<file path="config.mk">
export PLATFORM = sky130hd
export DESIGN_NAME = wishbone_rr_arbiter
export DESIGN_NICKNAME = d
export VERILOG_FILES = /design/src/rtl/wishbone_arb_pkg.sv /design/src/rtl/rr_priority_picker.sv /design/src/rtl/wishbone_rr_arbiter.sv
export SDC_FILE = /design/constraint.sdc
export NUM_CORES = 1
export LEC_CHECK = 0
export ABC_AREA = 1
export BUFFER_PORTS_ARGS = -buffer_cell sky130_fd_sc_hd__buf_2
export CORE_AREA = 2 2 363 365
export CTS_CLUSTER_DIAMETER = 100
export DETAILED_ROUTE_END_ITERATION = 6
export DIE_AREA = 0 0 365 367
export GPL_TIMING_DRIVEN = 0
export PLACE_DENSITY_LB_ADDON = 0.3
export SYNTH_ARGS = -nofsm -noshare
export SYNTH_HDL_FRONTEND = slang
export SYNTH_HIERARCHICAL = 1
export SYNTH_SLANG_ARGS = --single-unit
</file>
<file path="constraint.sdc">
create_clock -name clk -period 1 [get_ports clk]
set_input_delay 0.05 -clock clk [delete_from_list [all_inputs] [get_ports clk]]
set_output_delay 0.05 -clock clk [all_outputs]
set_load 0.02 [all_outputs]
</file>
<file path="src/rtl/wishbone_arb_pkg.sv">
// Shared types and helpers for the round-robin Wishbone arbiter.
// State encodings are plain localparams so legacy code can compare them directly.
package wishbone_arb_pkg;

   typedef logic [1:0] arb_state_t;

   localparam arb_state_t ARB_IDLE    = 2'd0;
   localparam arb_state_t ARB_CONNECT = 2'd1;
   localparam arb_state_t ARB_STALL   = 2'd2;

   localparam int unsigned DEF_N_MASTERS      = 2;
   localparam int unsigned DEF_DW             = 128;
   localparam int unsigned DEF_AW             = 32;
   localparam int unsigned DEF_TIMEOUT_CYCLES = 64;

   // Index width that stays at least 1 bit when there is a single master.
   function automatic int unsigned gw(input int unsigned n);
      return (n > 1) ? $clog2(n) : 1;
   endfunction

endpackage

</file>
<file path="src/rtl/rr_priority_picker.sv">
// Combinational round-robin picker: first set request after index 'last', wrapping mod N.
module rr_priority_picker
   import wishbone_arb_pkg::*;
#(
   parameter int unsigned N  = 2,
   parameter int unsigned GW = gw(N)
) (
   input  logic [N-1:0]  req,
   input  logic [GW-1:0] last,
   output logic [N-1:0]  win,
   output logic [GW-1:0] index,
   output logic          valid
);

   logic [N-1:0] rot;
   logic [N-1:0] rot_unused;

   // Rotating the doubled vector puts request last+1 at bit 0.
   assign {rot_unused, rot} = {req, req} >> (32'(last) + 32'd1);

   always_comb begin
      index = '0;
      valid = 1'b0;
      for (int k = N - 1; k >= 0; k--) begin
         if (rot[k]) begin
            valid = 1'b1;
            index = GW'((32'(last) + 32'(k) + 32'd1) % N);
         end
      end
      win = valid ? (N'(1) << index) : '0;
   end

endmodule

</file>
<file path="src/rtl/wishbone_rr_arbiter.sv">
// N-master to 1-slave Wishbone arbiter, round-robin, registered grant, one stall cycle per ACK/RTY.
// Define WB_ARB_TIMEOUT_EN to abort transfers left unacknowledged for TIMEOUT_CYCLES cycles.
module wishbone_rr_arbiter
   import wishbone_arb_pkg::*;
#(
   parameter int unsigned N_MASTERS      = DEF_N_MASTERS,
   parameter int unsigned DW             = DEF_DW,
   parameter int unsigned AW             = DEF_AW,
   parameter int unsigned SW             = DW / 8,
   parameter int unsigned TIMEOUT_CYCLES = DEF_TIMEOUT_CYCLES
) (
   input  logic                    clk,
   input  logic                    rst,
   input  logic [N_MASTERS-1:0]    m_cyc,
   input  logic [N_MASTERS-1:0]    m_stb,
   input  logic [N_MASTERS-1:0]    m_we,
   input  logic [N_MASTERS*SW-1:0] m_sel,
   input  logic [N_MASTERS*AW-1:0] m_adr,
   input  logic [N_MASTERS*DW-1:0] m_dat_m,
   output logic [N_MASTERS-1:0]    m_ack,
   output logic [N_MASTERS-1:0]    m_rty,
   output logic [N_MASTERS*DW-1:0] m_dat_s,
   output logic                    s_cyc,
   output logic                    s_stb,
   output logic                    s_we,
   output logic [SW-1:0]           s_sel,
   output logic [AW-1:0]           s_adr,
   output logic [DW-1:0]           s_dat_m,
   input  logic                    s_ack,
   input  logic                    s_rty,
   input  logic [DW-1:0]           s_dat_s,
   output logic [N_MASTERS-1:0]    grant,
   output logic                    timeout
);

   localparam int unsigned GW = gw(N_MASTERS);

   arb_state_t           state_q, state_d;
   logic [N_MASTERS-1:0] grant_q, grant_d;
   logic [GW-1:0]        gidx_q, gidx_d;
   logic [GW-1:0]        last_q, last_d;

   logic [N_MASTERS-1:0] req;
   logic [N_MASTERS-1:0] pick_win;
   logic [GW-1:0]        pick_idx;
   logic                 pick_valid;
   logic                 connect;
   logic                 done;
   logic                 to_hit;

   assign req     = m_cyc & m_stb;
   assign connect = (state_q == ARB_CONNECT);
   assign done    = s_ack | s_rty;
   assign grant   = grant_q;

   rr_priority_picker #(
      .N  (N_MASTERS),
      .GW (GW)
   ) u_picker (
      .req   (req),
      .last  (last_q),
      .win   (pick_win),
      .index (pick_idx),
      .valid (pick_valid)
   );

`ifdef WB_ARB_TIMEOUT_EN
   localparam int unsigned CW = $clog2(TIMEOUT_CYCLES + 1);

   logic [CW-1:0] cnt_q, cnt_d;

   // Counter sits at zero outside CONNECT, so it is clear on every entry.
   assign cnt_d  = (connect && !done) ? cnt_q + 1'b1 : '0;
   assign to_hit = connect && !done && (cnt_q == CW'(TIMEOUT_CYCLES - 1));

   always_ff @(posedge clk) begin
      if (rst) cnt_q <= '0;
      else     cnt_q <= cnt_d;
   end
`else
   logic unused_timeout_cfg;
   assign unused_timeout_cfg = ^TIMEOUT_CYCLES;
   assign to_hit             = 1'b0;
`endif

   assign timeout = to_hit;

   always_comb begin
      s_cyc   = 1'b0;
      s_stb   = 1'b0;
      s_we    = 1'b0;
      s_sel   = '0;
      s_adr   = '0;
      s_dat_m = '0;
      m_ack   = '0;
      m_rty   = '0;
      m_dat_s = '0;
      if (connect) begin
         s_cyc                    = m_cyc[gidx_q] & ~to_hit;
         s_stb                    = m_stb[gidx_q] & ~to_hit;
         s_we                     = m_we[gidx_q];
         s_sel                    = m_sel[gidx_q*SW +: SW];
         s_adr                    = m_adr[gidx_q*AW +: AW];
         s_dat_m                  = m_dat_m[gidx_q*DW +: DW];
         m_ack[gidx_q]            = s_ack & ~to_hit;
         m_rty[gidx_q]            = s_rty | to_hit;
         m_dat_s[gidx_q*DW +: DW] = s_dat_s;
      end
   end

   always_comb begin
      state_d = state_q;
      grant_d = grant_q;
      gidx_d  = gidx_q;
      last_d  = last_q;
      case (state_q)
         ARB_IDLE, ARB_STALL: begin
            if (pick_valid) begin
               state_d = ARB_CONNECT;
               grant_d = pick_win;
               gidx_d  = pick_idx;
            end else begin
               state_d = ARB_IDLE;
               grant_d = '0;
            end
         end
         ARB_CONNECT: begin
            // Completion wins over a same-cycle CYC drop.
            if (done || to_hit) begin
               state_d = ARB_STALL;
               grant_d = '0;
               last_d  = gidx_q;
            end else if (!m_cyc[gidx_q]) begin
               state_d = ARB_IDLE;
               grant_d = '0;
            end
         end
         default: begin
            state_d = ARB_IDLE;
            grant_d = '0;
         end
      endcase
   end

   always_ff @(posedge clk) begin
      if (rst) begin
         state_q <= ARB_IDLE;
         grant_q <= '0;
         gidx_q  <= '0;
         last_q  <= GW'(N_MASTERS - 1);
      end else begin
         state_q <= state_d;
         grant_q <= grant_d;
         gidx_q  <= gidx_d;
         last_q  <= last_d;
      end
   end

endmodule
</file>
# == Word level (Yosys, flattened, before mapping) ==
# Index checks and enable logic that the tools add are counted.
# totals
out_inout_bits,442
inputBits,490
reg_bits,6
word_cells,57
# classes
mux,28
order_cmp,2
shift,7
reduce_logical,5
bitwise,5
eq_ne,3
addsub,3
# ops
operator,count
$and A256 B256 Y256,1
$mux W256,1
$shift A128 B34 Y256 const A,1
$shiftx A128 B34 Y256,1
$shiftx A256 B9 Y128,1
$mux W128,1
$shiftx A64 B7 Y32,1
$neg A8 Y34,1
$mux W32,1
$shiftx A32 B6 Y16,1
$mux W16,1
$mux W1,15
$mux W2,6
$pmux W2 S2,2
$and A2 B2 Y2,3
$reduce_and A2 Y1,2
$shr A4 B2 Y2,1
$ne A3 B3 Y1 const B,1
$add A1 B1 Y2 const B,1
$eq A2 B1 Y1 const B,1
$eq A2 B2 Y1 const B,1
$logic_not A2 Y1,1
$lt A1 B2 Y1 const B,1
$reduce_or A2 Y1,1
6 further kinds,6

# == Longest topological paths before layout ==
# Gate-level depths: netlist of run 1.
# depth
word_depth,7
depth_mapped,9
mapped_depth_nobuf,9

# == By module ==
# Netlist of run 1, hierarchy kept.
# by_module_without_submodules
module,area_each_um2,n_inst,cells_each
wishbone_rr_arbiter,4444.3,1,1053
rr_priority_picker,30.0,1,7

# == Worst setup path before layout of run 1 ==
# OpenSTA, ideal clock, no wires.
# synth_path
kind,register to output
start,register gidx_q
end,output s_adr[0]
arrival_time_ps,1265
setup_slack_ps,-315
stages_incl_launch_ff,8
path_cell_list,dfxtp_1 buf_2 inv_2 buf_6 buf_6 buf_6 nand2_1 a21oi_1
# synth_via
elab_chain_len,2
# synth_lines
item,line_no,source
"start, declared",wishbone_rr_arbiter.sv:40,"logic [GW-1:0] gidx_q, gidx_d;"
"start signal, assigned",wishbone_rr_arbiter.sv:154,gidx_q <= gidx_d;
$shiftx A64 B7 Y32,wishbone_rr_arbiter.sv:103,s_adr = m_adr[gidx_q*AW +: AW];
$mux W32,wishbone_rr_arbiter.sv:98,if (connect) begin
"end, declared",wishbone_rr_arbiter.sv:27,"output logic [AW-1:0] s_adr,"
# Every way passes these cells.

# == Worst setup path after layout of run 1 ==
# layout_path
start,register gidx_q
end,output s_dat_m[80]
# layout_via
elab_chain_len,2
# layout_lines
item,line_no,source
$shiftx A256 B9 Y128,wishbone_rr_arbiter.sv:104,s_dat_m = m_dat_m[gidx_q*DW +: DW];
$mux W128,wishbone_rr_arbiter.sv:98,
"end, declared",wishbone_rr_arbiter.sv:28,"output logic [DW-1:0] s_dat_m,"
# Every way passes these cells.

==> results of run 1 <==
-- synthesized netlist by cell type (2+ instances only) --
master and count:
nand3_1 2, buf_6 12, nor2_1 263, inv_1 139, buf_2 49, dfxtp_1 6
nand2_1 370, inv_2 2, a21oi_1 186, buf_1 2, clkbuf_1 24
-- logic make-up (layout without fill, tap and decap cells) --
family                 after synthesis  after routing  share of synthesized area (%)
AND/OR/NAND/NOR                    636            637                           53.5
flip-flops                           6              6                           2.68
other                                1             16                         0.0838
AO/OA/AOI/OAI                      188            188                           21.1
buffers and inverters              229           1196                           22.7
-- flip-flops by register name (all words and copies together) (netlist names) --
name / cells
grant: 2
last_q: 1
state_q: 2
gidx_q: 1
-- worst max-delay path, cell delays in order (launching register included) --
cell and delay, ns:
dfxtp_2 0.32, buf_12 0.15, clkinv_8 0.06, buf_12 0.14
buf_16 0.17, buf_16 0.18, nand2_4 0.07, a21oi_4 0.20
buf_6 0.15
-- what timing repair did --
action | CTS | global route
gates cloned | 5 | 22
hold buffers | 0 | 0
buffers inserted | 4 | 5
pin swaps | 6 | 37
setup endpoints to repair | 444 | 444
gates resized for setup | 327 | 420
-- through the flow --
| step | util [%] | power (mW) | TNS (ns) | hold WS (ns) |
|---|---|---|---|---|
| floorplan | - | 4.49 | -62.46 | 0.119 |
| global placement | 11.5 | 7.49 | -349.81 | 0.297 |
| detailed placement | 11.5 | 7.50 | -344.39 | 0.293 |
| CTS | 12.5 | 8.99 | -303.06 | 0.0438 |
| global route | 14.0 | 10.7 | -307.76 | 0.0621 |
| finish | 14.1 | 10.1 | -281.98 | 0.0430 |
-- routing by layer --
layer	part of all wire (%)	vias to the layer above	routed length, µm	track usage, %
met3	7.4	65	5510	2.27
met1	46	5026	33900	13.1
li1	-	5160	-	-
met4	2.3	10	1740	2.36
met5	0.53	-	391	1.78
met2	44	581	32400	15.7
-- power by group --
group | internal (mW) | switching (mW)
clock network | 0.514 | 0.141
registers | 0.255 | 0.0152
logic | 3.63 | 5.53
total | 4.40 | 5.69
-- final cells by class --
cell class              instances  area [µm²]  share of cell area, %
inverters                     141         557                   3.04
plain buffers                  88        1440                   7.83
clock buffers                   3        75.1                  0.410
flip-flops and latches          6         126                  0.689
well taps                    1755        2200                   12.0
diodes                         15        37.5                  0.205
repair buffers                964        6480                   35.3
multi-input cells             826        7430                   40.5
-- worst paths after layout --
kind,start,cells after the start,slack (ns),endpoint
min reg2reg,grant[1]$_SDFFE_PP0P_,2,0.49,grant[1]$_SDFFE_PP0P_
max,gidx_q$_SDFFE_PP0P_,8,-0.75,s_dat_m[80]
min,rst,2,0.04,state_q[0]$_SDFFE_PP0P_
max reg2reg,gidx_q$_SDFFE_PP0P_,7,-0.39,last_q$_SDFFE_PP1P_
==> metrics.txt, run 1 <==
Arr. time, crit path around 1.7 ns; Pre-antenna DRT Iters 5; FILL cells 15246; setup violators final about 440; die height 367 µm; Total GRT Usage around 9.8%; clock root cell clkbuf_16; Post-DP Area 15000 µm²; number of flops mapped to enable cells by yosys 0; Mapped Area between 4000 and 5000 µm²; DRC 0; Synth cell types 16; Yosys top cell area share 31.0%; post-DP HPWL ~63 mm; Syn Area/Cell roughly 4.2 µm²; Setup WS pre-CTS -1.24 ns; most area-consuming cells after synthesis nand2_1 (31%), nor2_1 (22%), a21oi_1 (21%); initial cell density of the core around 3.4%; non-filler cells in the finished layout 3798; predominant post-synthesis flop cell dfxtp_1; maximum clock rate ~0.57 GHz; first-pass GRT wire length between 90 and 100 mm; CP startpoint kind flip-flop; Syn Nets 1550; clock latency on the worst-skew pair roughly 0.23 ns; synthesis warning total 6; critical path peak fanout 8; Area Growth Syn to Fin 310%; LEAKAGE about 8.3 nW; Crit path required time approximately 0.95 ns; Seq/Total Area, Yosys under 10%; async set-reset flop share out of synthesis 0%; Routability Congestion about 0.87; max-slew violations 0; Final ANT Viol Nets 0; H-Tree Depth 1; count of buffers from port buffering 930; Tcrit/Tclk final 175%; CTS Buf Count 3; placed insts 3745; Yosys top cell by area nand2_1; HP Class in -> reg; crit path capture type primary output; Core ar. between 100000 and 150000 µm²; via count 10842; die area ~130000 µm²; setup ws final -0.752 ns; commonest non-fill, non-tap cell in the layout buf_2; largest net degree at the start of global routing 11; crit path time final about 1.8 ns; max-cap violations 0; Finished Cell Area around 18000 µm²; number of global-route vias before repair about 11000; clock skew 0.00249 ns; layout cells sized above 1 just under 80%; PwrDens 550 nW/µm²; vias per cell between 2 and 3; CTS tree built; failing checks setup timing; Mapped Cells ~1100; I/O pins 932; Setup CP Type reg -> out; Yosys reg bits 6; Bufs on Longest Clock Path 2; clk sinks 6; Post-Route WL 74.0 mm; commonest non-fill, non-tap cells in the layout buf_2 (722), nand2_1 (276), nor2_4 (258); WL per Instance about 19 µm; Congestion Overflow GR 0; RSZ-0062 raised after global routing yes; status finished, violations left; peak supply drop about 0.46 mV; CTS clk-pin slew, worst paths 0.03 ns; Hold Fails Final Rpt 0; initial antenna violation count 32; Die X around 370 µm; Final nets approximately 2500; initial DRC count between 300 and 400; Row Count 133
(Power assumes the default switching activity.)
==> run 2: changes to the inputs <==
--- a/config.mk
+++ b/config.mk
@@ -13,6 +13,7 @@
 export DIE_AREA = 0 0 365 367
 export GPL_TIMING_DRIVEN = 0
 export PLACE_DENSITY_LB_ADDON = 0.3
+export REMOVE_ABC_BUFFERS = 1
 export SYNTH_ARGS = -nofsm -noshare
 export SYNTH_HDL_FRONTEND = slang
 export SYNTH_HIERARCHICAL = 1
==> metrics.txt, run 2 (same netlist as run 1, synthesis figures left out) <==
Final ANT Viol Nets 0 (unchanged); RSZ-0062 raised after global routing yes; Setup WS pre-CTS -2.30 ns (-1.06 ns); setup violators final 445 (+0.23%); clock root cell clkbuf_16; clock skew 0.00163 ns (-0.000861 ns); Post-Route WL 101 mm (+37%); status finished, violations left; hold-fix buffer count after cts 0 (unchanged); commonest non-fill, non-tap cells in the layout buf_2 (692), nand2_1 (360), nor2_1 (166); initial DRC count 567 (+57%); CTS clk-pin slew, worst paths 0.04 ns (about the same); setup ws final -0.939 ns (-0.187 ns); I/O pins 932 (unchanged); Congestion Overflow GR 0 (unchanged); final hold slack 0.0395 ns (-0.00347 ns); worst slew pin tran around 0.73 ns; crit path capture type primary output; Rel. slew slack 51.2%; Pwr Total 8.96 mW (-11%); WL per Instance 26.9 µm (+38%); via count 10976 (+1.2%); PwrDens 605 nW/µm² (+10%); die area 134000 µm² (unchanged); Hold Fails Final Rpt 0 (unchanged); max-slew violations 0 (unchanged); peak supply drop 0.318 mV (-31%); Worst R2R Start gidx_q$_SDFFE_PP0P_; first-pass GRT wire length 117 mm (+30%); Row Count 133 (unchanged); die height 367 µm (unchanged); clock latency on the worst-skew pair 0.24 ns (about the same); Area Growth Syn to Fin 231%; count of buffers from port buffering 930 (unchanged); CTS Buf Count 3 (unchanged); initial cell density of the core 3.43% (unchanged); largest net degree at the start of global routing 61 (+50); critical path peak fanout 8 (unchanged); Arr. time, crit path 1.89 ns (+0.19 ns); max-cap violations 0 (unchanged); clk sinks 6 (unchanged); Core ar. 130000 µm² (unchanged); placed insts 3663 (-2.2%); commonest non-fill, non-tap cell in the layout buf_2; Routability Congestion 0.826 (-5.5%); non-filler cells in the finished layout 3758 (-1.1%); Core Util, Final 11.4% (-2.7 points); reg-to-reg slack, setup -0.63 ns (-0.24 ns); HP Class in -> reg; DRC 0 (unchanged); maximum clock rate 0.516 GHz (-9.6%); CTS tree built; Die X 365 µm (unchanged); H-Tree Depth 1 (unchanged); FF-to-FF path depth 7 (unchanged); FILL cells 15651 (+2.7%); failing checks setup timing; Total GRT Usage 13.7% (+3.9 points); Bufs on Longest Clock Path 2 (unchanged); post-DP HPWL 78.3 mm (+24%); layout cells sized above 1 60.2% (-18 points); vias per cell 2.92 (+2.3%); Setup CP Type reg -> out; initial antenna violation count 62 (+94%); Crit path required time 0.95 ns (about the same); LEAKAGE 7.76 nW (-6.1%); CP startpoint kind flip-flop; Reg-to-Reg End grant[1]$_SDFFE_PP0P_; Final nets 2484 (-1.4%); Tcrit/Tclk final 194% (+19 points); Hold Path Depth 2 (unchanged); crit path time final 1.94 ns (+0.187 ns); Hold Crit Endpoint state_q[0]$_SDFFE_PP0P_; Pre-antenna DRT Iters 5 (unchanged); Hold Startpoint rst; number of global-route vias before repair 10302 (-6.3%)
-- run 2: worst max-delay path by stage --
stage / from / to / slack, ns
2_1_floorplan: gidx_q$_SDFFE_PP0P_ / m_ack[0] / -7.54
3_3_place_gp: gidx_q$_SDFFE_PP0P_ / m_dat_s[123] / -16.46
3_5_place_dp: gidx_q$_SDFFE_PP0P_ / m_dat_s[123] / -2.30
4_1_cts: gidx_q$_SDFFE_PP0P_ / m_dat_s[123] / -0.96
5_1_grt: gidx_q$_SDFFE_PP0P_ / m_dat_s[60] / -0.97
6_report: gidx_q$_SDFFE_PP0P_ / m_dat_s[115] / -0.94
-- run 2: per-stage QoR --
step,TNS (ns),instance area (µm²)
2_1_floorplan,-2680.53,3990
3_3_place_gp,-5931.62,10800
3_5_place_dp,-632.29,11000
4_1_cts,-368.07,13500
5_1_grt,-369.96,14800
6_report,-349.00,14800
-- run 2: routing by layer --
metal	global-route usage, %	wire length, µm	vias to the layer above
met3	2.93	7280	130
li1	-	-	5063
met2	23.4	47100	669
met4	1.04	2180	4
met5	0	27	-
met1	18.1	44600	5110
-- run 2: timing repair --
item / CTS / global route
gates resized for setup: 446 / 285
setup endpoints to repair: 445 / 445
gates cloned: 29 / 14
pin swaps: 19 / 11
setup buffers: 24 / 14
-- run 2: report_power, final --
group	internal, mW	switching (mW)
sequential	0.254	0.0248
combinational	2.95	5.04
clock	0.532	0.164
total	3.74	5.23
-- run 2: cell type report --
type / instances / area (µm²) / area share [%]
diodes: 10 / 25.0 / 0.169
clock buffers: 4 / 78.8 / 0.532
inverters: 141 / 567 / 3.83
multi-input cells: 835 / 4530 / 30.6
flip-flops and latches: 6 / 129 / 0.870
well taps: 1755 / 2200 / 14.8
repair buffers: 1003 / 7190 / 48.5
repair inverters: 4 / 96.3 / 0.650
-- run 2: worst max-delay path: stages (launching register included) --
cell       delay [ns]
dfxtp_4          0.41
buf_16           0.17
inv_16           0.06
buf_16           0.15
nand2_8          0.16
buf_12           0.19
clkbuf_16        0.22
nor2_4           0.04
buf_6            0.14
